[src/rtl/cdc_fifo_write_arbiter_if.sv]
// Write-side bundle between requesters, the round-robin arbiter and the CDC FIFO write port.
// master = producers/FIFO side, slave = arbiter.
interface cdc_fifo_write_arbiter_if #(
    parameter int NUM_REQ    = 2,
    parameter int DATA_WIDTH = 8
);
    logic [NUM_REQ-1:0]            req_valid;
    logic [NUM_REQ*DATA_WIDTH-1:0] req_data;
    logic [NUM_REQ-1:0]            req_ready;
    logic [NUM_REQ-1:0]            grant;
    logic                          w_full;
    logic                          w_almost_full;
    logic                          w_inc;
    logic [DATA_WIDTH-1:0]         w_data;
    logic                          busy;

    modport master (
        output req_valid, req_data, w_full, w_almost_full,
        input  req_ready, grant, w_inc, w_data, busy
    );

    modport slave (
        input  req_valid, req_data, w_full, w_almost_full,
        output req_ready, grant, w_inc, w_data, busy
    );
endinterface

[src/rtl/cdc_fifo_write_arbiter.sv]
// Round-robin arbiter sharing one CDC FIFO write port among NUM_REQ producers,
// granting bursts of up to BURST_LEN words and throttling on the FIFO full flags.
//
// state | meaning
// IDLE  | no owner; pick next requester round-robin from rr_ptr, nothing written
// BURST | owner holds the FIFO write port until burst done, last slot used, or owner dry
module cdc_fifo_write_arbiter #(
    parameter int NUM_REQ    = 2,
    parameter int DATA_WIDTH = 8,
    parameter int BURST_LEN  = 4
) (
    input  logic                   clk,
    input  logic                   reset,
    cdc_fifo_write_arbiter_if.slave bus
);
    localparam int IDX_W = (NUM_REQ > 1) ? $clog2(NUM_REQ) : 1;
    localparam int CNT_W = $clog2(BURST_LEN + 1);

    typedef enum logic {IDLE, BURST} state_t;

    state_t                 state;
    logic [NUM_REQ-1:0]     grant_q;
    logic [IDX_W-1:0]       owner;
    logic [IDX_W-1:0]       rr_ptr;
    logic [CNT_W-1:0]       burst_cnt;

    logic [DATA_WIDTH-1:0]  data_arr [NUM_REQ];
    logic [IDX_W-1:0]       pick_idx;
    logic                   pick_found;
    int                     cand;
    logic [IDX_W-1:0]       next_ptr;
    logic                   in_burst;
    logic                   owner_valid;
    logic                   write_now;
    logic                   last_word;
    logic                   burst_exit;

    for (genvar i = 0; i < NUM_REQ; i++) begin : g_split
        assign data_arr[i] = bus.req_data[i*DATA_WIDTH +: DATA_WIDTH];
    end

    // First valid requester starting at rr_ptr, wrapping modulo NUM_REQ
    always_comb begin
        pick_idx   = '0;
        pick_found = 1'b0;
        cand       = 0;
        for (int k = 0; k < NUM_REQ; k++) begin
            cand = int'(rr_ptr) + k;
            if (cand >= NUM_REQ) cand = cand - NUM_REQ;
            if (!pick_found && bus.req_valid[IDX_W'(cand)]) begin
                pick_found = 1'b1;
                pick_idx   = IDX_W'(cand);
            end
        end
    end

    assign next_ptr    = (owner == IDX_W'(NUM_REQ - 1)) ? '0 : owner + 1'b1;
    assign in_burst    = (state == BURST);
    assign owner_valid = bus.req_valid[owner];
    assign write_now   = in_burst & owner_valid & ~bus.w_full;
    assign last_word   = (burst_cnt == CNT_W'(BURST_LEN - 1));
    // A full FIFO stalls the burst even if the owner has gone dry
    assign burst_exit  = (write_now & (last_word | bus.w_almost_full))
                       | (in_burst & ~owner_valid & ~bus.w_full);

    assign bus.grant     = grant_q;
    assign bus.busy      = in_burst;
    assign bus.w_inc     = write_now;
    assign bus.w_data    = data_arr[owner];
    assign bus.req_ready = (in_burst && !bus.w_full) ? grant_q : '0;

    always_ff @(posedge clk) begin
        if (reset) begin
            state     <= IDLE;
            grant_q   <= '0;
            owner     <= '0;
            rr_ptr    <= '0;
            burst_cnt <= '0;
        end else begin
            case (state)
                IDLE: begin
                    if (pick_found) begin
                        state     <= BURST;
                        owner     <= pick_idx;
                        grant_q   <= NUM_REQ'(1) << pick_idx;
                        burst_cnt <= '0;
                    end
                end
                BURST: begin
                    if (burst_exit) begin
                        state     <= IDLE;
                        grant_q   <= '0;
                        rr_ptr    <= next_ptr;
                        burst_cnt <= '0;
                    end else if (write_now) begin
                        burst_cnt <= burst_cnt + 1'b1;
                    end
                end
            endcase
        end
    end
endmodule

[src/flat_wrapper.sv]
// flat-port wrapper written by rule: the top's interface ports become plain ports
module cdc_fifo_write_arbiter_flat 
#(
    parameter int NUM_REQ    = 2,
    parameter int DATA_WIDTH = 8,
    parameter int BURST_LEN  = 4
)
  (clk, reset, bus_req_valid, bus_req_data, bus_w_full, bus_w_almost_full, bus_req_ready, bus_grant, bus_w_inc, bus_w_data, bus_busy);
  cdc_fifo_write_arbiter_if #(.NUM_REQ(NUM_REQ), .DATA_WIDTH(DATA_WIDTH)) bus_i ();
  input  logic clk;
  input  logic reset;
  input wire logic [$bits(bus_i.req_valid)-1:0] bus_req_valid;
  input wire logic [$bits(bus_i.req_data)-1:0] bus_req_data;
  input wire logic [$bits(bus_i.w_full)-1:0] bus_w_full;
  input wire logic [$bits(bus_i.w_almost_full)-1:0] bus_w_almost_full;
  output wire logic [$bits(bus_i.req_ready)-1:0] bus_req_ready;
  output wire logic [$bits(bus_i.grant)-1:0] bus_grant;
  output wire logic [$bits(bus_i.w_inc)-1:0] bus_w_inc;
  output wire logic [$bits(bus_i.w_data)-1:0] bus_w_data;
  output wire logic [$bits(bus_i.busy)-1:0] bus_busy;
  assign bus_i.req_valid = bus_req_valid;
  assign bus_i.req_data = bus_req_data;
  assign bus_i.w_full = bus_w_full;
  assign bus_i.w_almost_full = bus_w_almost_full;
  assign bus_req_ready = bus_i.req_ready;
  assign bus_grant = bus_i.grant;
  assign bus_w_inc = bus_i.w_inc;
  assign bus_w_data = bus_i.w_data;
  assign bus_busy = bus_i.busy;
  cdc_fifo_write_arbiter #(.NUM_REQ(NUM_REQ), .DATA_WIDTH(DATA_WIDTH), .BURST_LEN(BURST_LEN)) u_core (.clk(clk), .reset(reset), .bus(bus_i));
endmodule
[config.mk]
export PLATFORM = sky130hd
export DESIGN_NAME = cdc_fifo_write_arbiter_flat
export DESIGN_NICKNAME = d
export VERILOG_FILES = /design/src/rtl/cdc_fifo_write_arbiter_if.sv /design/src/rtl/cdc_fifo_write_arbiter.sv /design/src/flat_wrapper.sv
export SDC_FILE = /design/constraint.sdc
export NUM_CORES = 1
export LEC_CHECK = 0
export BUFFER_PORTS_ARGS = -buffer_cell sky130_fd_sc_hd__buf_2
export CORE_AREA = 8 8 45 47
export DETAILED_ROUTE_END_ITERATION = 10
export DIE_AREA = 0 0 53 55
export PLACE_DENSITY_LB_ADDON = 0.2
export SLEW_MARGIN = 20
export SYNTH_ARGS = -nofsm -noshare
export SYNTH_HDL_FRONTEND = slang
export SYNTH_SLANG_ARGS = --single-unit
[constraint.sdc]
create_clock -name clk -period 4.7 [get_ports clk]
set_input_delay 0.94 -clock clk [delete_from_list [all_inputs] [get_ports clk]]
set_output_delay 0.94 -clock clk [all_outputs]
set_load 0.01 [all_outputs]
# Word-level counts from Yosys, hierarchy flattened

Cells that the tools add are included.

Muxes and demuxes: 27
Bitwise operators: 11
Eq/ne operators: 4
Reductions and logical operators: 8
Shift operators: 1
Add/sub/neg operators: 5
Magnitude comparators: 6

Operator list:

| cell                | count |
|---|---|
| $mux 8              | 3 |
| $mux 1              | 15 |
| $mux 3              | 3 |
| $reduce_and 2->1    | 4 |
| $lt 1x3->1 const B  | 2 |
| $mux 2              | 3 |
| $pmux 3 s2          | 1 |
| $and 1x1->1         | 5 |
| $ge 2x2->1 const B  | 2 |
| $pmux 2 s2          | 1 |
| $add 3x1->3 const B | 1 |
| $eq 3x2->1 const B  | 1 |
| $ne 3x3->1 const B  | 1 |
| $not 1->1           | 3 |
| $add 1x1->2 const B | 1 |
| $ge 1x2->1 const B  | 1 |
| $logic_and 1x1->1   | 2 |
| $logic_not 1->1     | 2 |
| $lt 1x2->1 const B  | 1 |
| $ne 2x1->1 const B  | 1 |
| $ne 2x2->1 const B  | 1 |
| $not 1->2           | 1 |
| $or 1x1->1          | 2 |
| $pmux 1 s2          | 1 |
| other kinds (3)     | 4 |

Logic and storage cells: 67
Input bits: 22
Output and inout port bits: 14
Bits in registers: 8

# Depth between registers and ports, before layout

Gate-level depths: netlist of run 1.

Depth in word-level cells: 12
Mapped depth: 4
Mapped depth without buffers: 4

# Least setup slack after synthesis of run 1

Ideal clock, no wire load.

Kind: in2out
From: in bus_w_full
To: out bus_req_ready[0]
Slack: 2.408 ns
Stages on the path: 2
Buffers on the path: 0
Arrival time: 1.352 ns
Path through: and2b_1 -> and2_1

Longest elaborated chain between the ends: 3

Ends and longest elaborated chain:

| item              | RTL line                     | source |
|---|---|---|
| from (decl)       | flat_wrapper.sv:14           | `input wire logic [$bits(bus_i.w_full)-1:0] bus_w_full;` |
| $logic_not 1->1   | cdc_fifo_write_arbiter.sv:70 | `assign bus.req_ready = (in_burst && !bus.w_full) ? grant_q : '0;` |
| $logic_and 1x1->1 | cdc_fifo_write_arbiter.sv:70 |  |
| $mux 2            | cdc_fifo_write_arbiter.sv:70 |  |
| to (decl)         | flat_wrapper.sv:16           | `output wire logic [$bits(bus_i.req_ready)-1:0] bus_req_ready;` |

Every way passes these cells.

# Final worst setup path of run 1

From: in bus_w_full
To: out bus_req_ready[1]

Same word-level chain as after synthesis.

==> flow_summary.ini, run 1 <==
[die]
num_rows = 14
die_height_um = 55
start_util = 0.352
fp.coreArea_um2 = 1380
die-area_um2 = 2920
die_w_um = 53
io_pins = 36

[timing]
rsz0062_at_grt = false
finalCritPeriodShare = 0.536
fin_setup_tns_ns = 0
relSlewSlack = 0.701
setup_violations = 0
drv_slew = 0
period_minus_slack_ns = 2.52
clock_skew_ns = 0.00223
hold_viol_final = 0
fmax_ghz = 0.397
worst_slew_pin_slew_ns = 0.447

[min_path]
hp-class = reg -> reg
hp-start = u_core.burst_cnt[0]$_SDFFE_PP0P_
whs_path_depth = 1

[worst_setup_path]
cp_slowest_cell = and2b_1
cp.required_ns = 3.76
startpoint = bus_w_full
cp.depth = 4
cpLargestDelayFamily = simple AND/OR/NAND/NOR gates
crit_top_cell = buf_2
crit_path_start_kind = primary input
path_buf_inv = 2
reg2reg_depth = 4
critPathCaptureType = primary output
cp_cell_sequence = buf_2 > and2b_1 > and2_1 > buf_2
r2r_start = u_core.burst_cnt[0]$_SDFFE_PP0P_
cpPeakStageDelay_ns = 0.27
cp_max_fo = 6
worstPathArrival_ns = 1.58
critical_path_class = in -> out

[job]
cap_violations = 0

[placed_design]
place_congestion = 0.804
port_buffers = 35
hpwlAfterDp_um = 1160
post_dp_cell_area_um2 = 677

[yosys]
synth_cell_type_count = 25
yosys_register_bits = 8
syn_avg_cell_area_um2 = 9.54
ys_warn_count = 0
synth_cells = 51
syn_nets = 75
ys_seq_area_frac = 0.329
netlist_area_um2 = 487

[clock_network]
cts_tree = built
path_clk_slew_ns = 0.05
cts.sinks = 8
clock_latency_ns = 0.25
cts_resized = 0
cts_root_buf = clkbuf_4
cts.path.max_buffers = 2
cts_setup_buffers = 0
postCtsHoldBufs = 0
cts_buffers = 3
h-tree-depth = 1

[route]
routed_via_density = 5.19
ant_nets = 0
drcViolationCount = 0
wl_um = 1360
first_iter_violations = 10
dr_total_vias = 540
routedWlPerCell_um = 13.1
firstDrtPassIters = 4

[global_route]
grt-ovfl-total = 0
grt_first_pass_wirelength_um = 2220
grt_pass1_vias = 543
grtUsageTotal = 0.0997
antenna_found_initial = 0
grt_max_degree = 12

[finish]
syn_to_final_growth_pct = 43.7
final_layout_size_suffix_gt1_frac = 0.545
final_area_um2 = 699
diodes = 0
fin_nets = 114
fillerInstances = 140

[pwr]
p_per_area_nw_per_um2 = 232
irDropWorstVdd_mv = 0.132
p_leak_nw = 0.341

[outcome]
status = finished clean
-- final timing paths --
kind / to / slack [ns]
worst max register to register: u_core.burst_cnt[2]$_SDFFE_PP0P_ / 3.12
worst min register to register: u_core.burst_cnt[0]$_SDFFE_PP0P_ / 0.50
worst max-delay path: bus_req_ready[1] / 2.18
worst min-delay path: u_core.burst_cnt[0]$_SDFFE_PP0P_ / 0.50
-- worst register-to-register path: cells and delay by family, from the launching register on --
family                   cells  cell delay (ns)
flip-flops                   1             0.33
AO/OA/AOI/OAI                1             0.18
adder cells (fa/ha/maj)      2             0.42
AND/OR/NAND/NOR              1             0.57
-- area by class of cell --
cell class / count / area (um2) / share of cell area
multi-input cells: 39 / 310 / 0.444
repair buffers: 35 / 175 / 0.250
flip-flops and latches: 8 / 160 / 0.229
clock buffers: 3 / 22.5 / 0.0322
well taps: 16 / 20.0 / 0.0286
inverters: 3 / 11.3 / 0.0161
-- routing by layer --
layer / wire [um] / share of wire / up-vias / global-route usage
met4: 31 / 0.023 / 0 / 0.0647
met2: 551 / 0.41 / 32 / 0.156
met1: 467 / 0.34 / 236 / 0.102
met5: 0 / 0 / - / 0
met3: 308 / 0.23 / 5 / 0.0535
li1: - / - / 267 / -
-- cell usage in the layout, fill, tap and decap left out --
cell / instances
nor2_1: 4
o311ai_0: 1
nor2b_1: 1
or4_1: 1
clkbuf_4: 3
and2_1: 3
nand3b_1: 1
mux2i_1: 1
and2b_1: 1
a211oi_1: 1
o211ai_1: 2
dfxtp_1: 8
buf_2: 35
inv_1: 3
a2111oi_2: 1
nand2b_1: 1
nor3_1: 2
ha_1: 2
o21ai_1: 1
o31a_1: 1
o211a_1: 1
mux2_2: 8
a21oi_1: 1
o21ai_0: 3
nand2_1: 1
o31ai_2: 1
-- cells in the mapped netlist (all sizes together) --
cell,instances,share of area
buf,1,0.010
a2111oi,1,0.031
mux2i,1,0.021
or4,1,0.015
a21oi,1,0.010
nand2b,1,0.013
o211a,1,0.021
nand3b,1,0.015
dfxtp,8,0.33
o31a,1,0.018
and2,3,0.039
nor2b,1,0.013
nor2,4,0.031
o211ai,2,0.031
mux2,8,0.19
nand2,1,0.0077
inv,3,0.023
o21ai,4,0.041
a211oi,1,0.015
nor3,2,0.021
o311ai,1,0.018
and2b,1,0.015
ha,2,0.051
o31ai,1,0.026
-- sequential cells by signal, indices dropped and copies added (netlist names) --
| signal | count |
|---|---|
| u_core.owner | 1 |
| u_core.bus.busy | 1 |
| u_core.burst_cnt | 3 |
| u_core.rr_ptr | 1 |
| u_core.bus.grant | 2 |
-- report_power, final --
group | internal, W | switching [W]
registers | 0.0000709 | 0.00000350
clock network | 0.0000292 | 0.0000231
logic | 0.0000189 | 0.0000166
-- stage by stage --
stage          hold slack [ns]  utilization  cells  power [W]  worst slack (ns)
2_1_floorplan            0.462            -     51  0.0000933              2.41
3_5_place_dp             0.495        0.489    101   0.000112              2.17
5_1_grt                  0.516        0.505    104   0.000172              2.09
4_1_cts                  0.503        0.505    104   0.000166              2.17
3_3_place_gp             0.486        0.489    101   0.000111              2.18
6_report                 0.501        0.505    104   0.000162              2.18
-- cell families after synthesis --
group	synth area share
buf+inv	0.0334
fa+ha+maj	0.0514
simple gates	0.170
compound gates	0.211
flops	0.329
mux	0.206
(Power assumes the default switching activity.)
==> inputs of run 2 (changes only) <==
CORE_AREA = not set   (was 8 8 45 47)
CORE_MARGIN = 8   (was not set)
CORE_UTILIZATION = 34   (was not set)
DIE_AREA = not set   (was 0 0 53 55)
clock period = 2.3 ns   (was 4.7 ns; I/O delays follow)
==> run 2 against run 1 <==
Compared with the run above: global-route usage grew 0.17 points; routed wire length grew 5.4%; core utilization grew 2.4 points; count of clock-buffer cells in the layout is the same; sequential share of layout area is essentially flat; die area shrank 0.58%; clock skew grew 0.0067 ns; non-clock buffer count is the same; clock power grew 110%; setup slack lost 1.8 ns; register-to-register slack lost 2.4 ns; critical path type is now reg -> out.
==> flow_summary.ini, run 2 (synthesized netlist as in run 1, its figures left out) <==
[outcome]
status = finished clean

[timing]
setup_violations = 0
rsz0062_at_grt = false
fin_setup_tns_ns = 0
relSlewSlack = 0.716
worst_slew_pin_slew_ns = 0.425
finalCritPeriodShare = 0.815
fmax_ghz = 0.534
clock_skew_ns = 0.00891
whs_ns = 0.457
drv_slew = 0
period_minus_slack_ns = 1.87
hold_viol_final = 0

[min_path]
whs_path_depth = 2
whs_endpoint = u_core.owner$_SDFFE_PP0P_
hp-start = reset
hp-class = in -> reg

[route]
dr_total_vias = 527
ant_nets = 0
routedWlPerCell_um = 13.9
first_iter_violations = 3
routed_via_density = 5.12
drcViolationCount = 0
wl_um = 1430
firstDrtPassIters = 4

[finish]
diodes = 0
syn_to_final_growth_pct = 43.4
final_layout_size_suffix_gt1_frac = 0.545
fin_nets = 114
final_cell_mix = buf_2, mux2_2, dfxtp_1, nor2_1
largest_reg_flops = 3
top_register = u_core.burst_cnt
fillerInstances = 135
mostFrequentLayoutCell = buf_2

[placed_design]
place_congestion = 0.798
port_buffers = 35
hpwlAfterDp_um = 1190

[global_route]
antenna_found_initial = 0
grtUsageTotal = 0.101
grt_max_degree = 12
grt-ovfl-total = 0
grt_pass1_vias = 533
grt_first_pass_wirelength_um = 2190

[worst_setup_path]
reg2reg_depth = 4
r2r_start = u_core.burst_cnt[0]$_SDFFE_PP0P_
reg2reg_to = u_core.burst_cnt[2]$_SDFFE_PP0P_
cp.required_ns = 1.84
worstPathArrival_ns = 1.41
critical_path_class = reg -> out
cp_max_fo = 11
crit_path_start_kind = flop
critPathCaptureType = primary output
r2r_slack_ns = 0.69

[pwr]
irDropWorstVdd_mv = 0.292
p_leak_nw = 0.341
p_per_area_nw_per_um2 = 476

[clock_network]
cts_root_buf = clkbuf_4
cts.path.max_buffers = 2
cts.sinks = 8
cts_buffers = 3
clock_latency_ns = 0.26
cts_tree = built
postCtsHoldBufs = 0
h-tree-depth = 1
cts_resized = 0
cts_setup_buffers = 0
path_clk_slew_ns = 0.06

[die]
fp.coreArea_um2 = 1320
die-area_um2 = 2900
start_util = 0.369
io_pins = 36
die_height_um = 53.8
num_rows = 13
die_w_um = 53.8

[job]
cap_violations = 0
## run 2: cell counts in the layout (fill, tap and decap cells not counted)
Identical to the previous run, type by type.
## run 2: cell type report
| type | instances | area [um2] | area share |
|---|---|---|---|
| flip-flops and latches | 8 | 160 | 0.229 |
| clock buffers | 3 | 22.5 | 0.0323 |
| repair buffers | 35 | 175 | 0.251 |
| multi-input cells | 39 | 310 | 0.444 |
| well taps | 15 | 18.8 | 0.0269 |
| inverters | 3 | 11.3 | 0.0161 |
## run 2: worst max-delay path, stage by stage (launching register included)
cell and delay, ns:
dfxtp_1 0.58, mux2i_1 0.37, nor2_1 0.06, buf_2 0.14
## run 2: layer usage
metal	track usage	vias up	wire length, um
met2	0.170	31	583
met3	0.0579	4	321
met5	0	-	0
li1	-	268	-
met1	0.0935	224	502
met4	0.0630	0	23
## run 2: worst max path at each step
stage,startpoint,end,slack [ns]
6_report,u_core.owner$_SDFFE_PP0P_,bus_w_inc,0.43
5_1_grt,u_core.owner$_SDFFE_PP0P_,bus_w_inc,0.31
4_1_cts,u_core.owner$_SDFFE_PP0P_,bus_w_inc,0.41
3_5_place_dp,u_core.owner$_SDFFE_PP0P_,bus_w_inc,0.69
3_3_place_gp,u_core.owner$_SDFFE_PP0P_,bus_w_inc,0.71
2_1_floorplan,u_core.burst_cnt[0]$_SDFFE_PP0P_,u_core.burst_cnt[2]$_SDFFE_PP0P_,0.80
## run 2: metrics by stage
stage          worst slack (ns)  total power (W)  area [um2]  std cells  utilization
5_1_grt                   0.308         0.000358         698        103        0.530
6_report                  0.427         0.000333         698        103        0.530
3_5_place_dp              0.691         0.000229         676        100        0.513
3_3_place_gp              0.712         0.000227         676        100        0.513
2_1_floorplan             0.798         0.000191         487         51            -
4_1_cts                   0.407         0.000341         698        103        0.530
## run 2: where the power goes
part	switching [W]	internal, W
clock network	0.0000481	0.0000597
registers	0.00000701	0.000145
logic	0.0000343	0.0000385
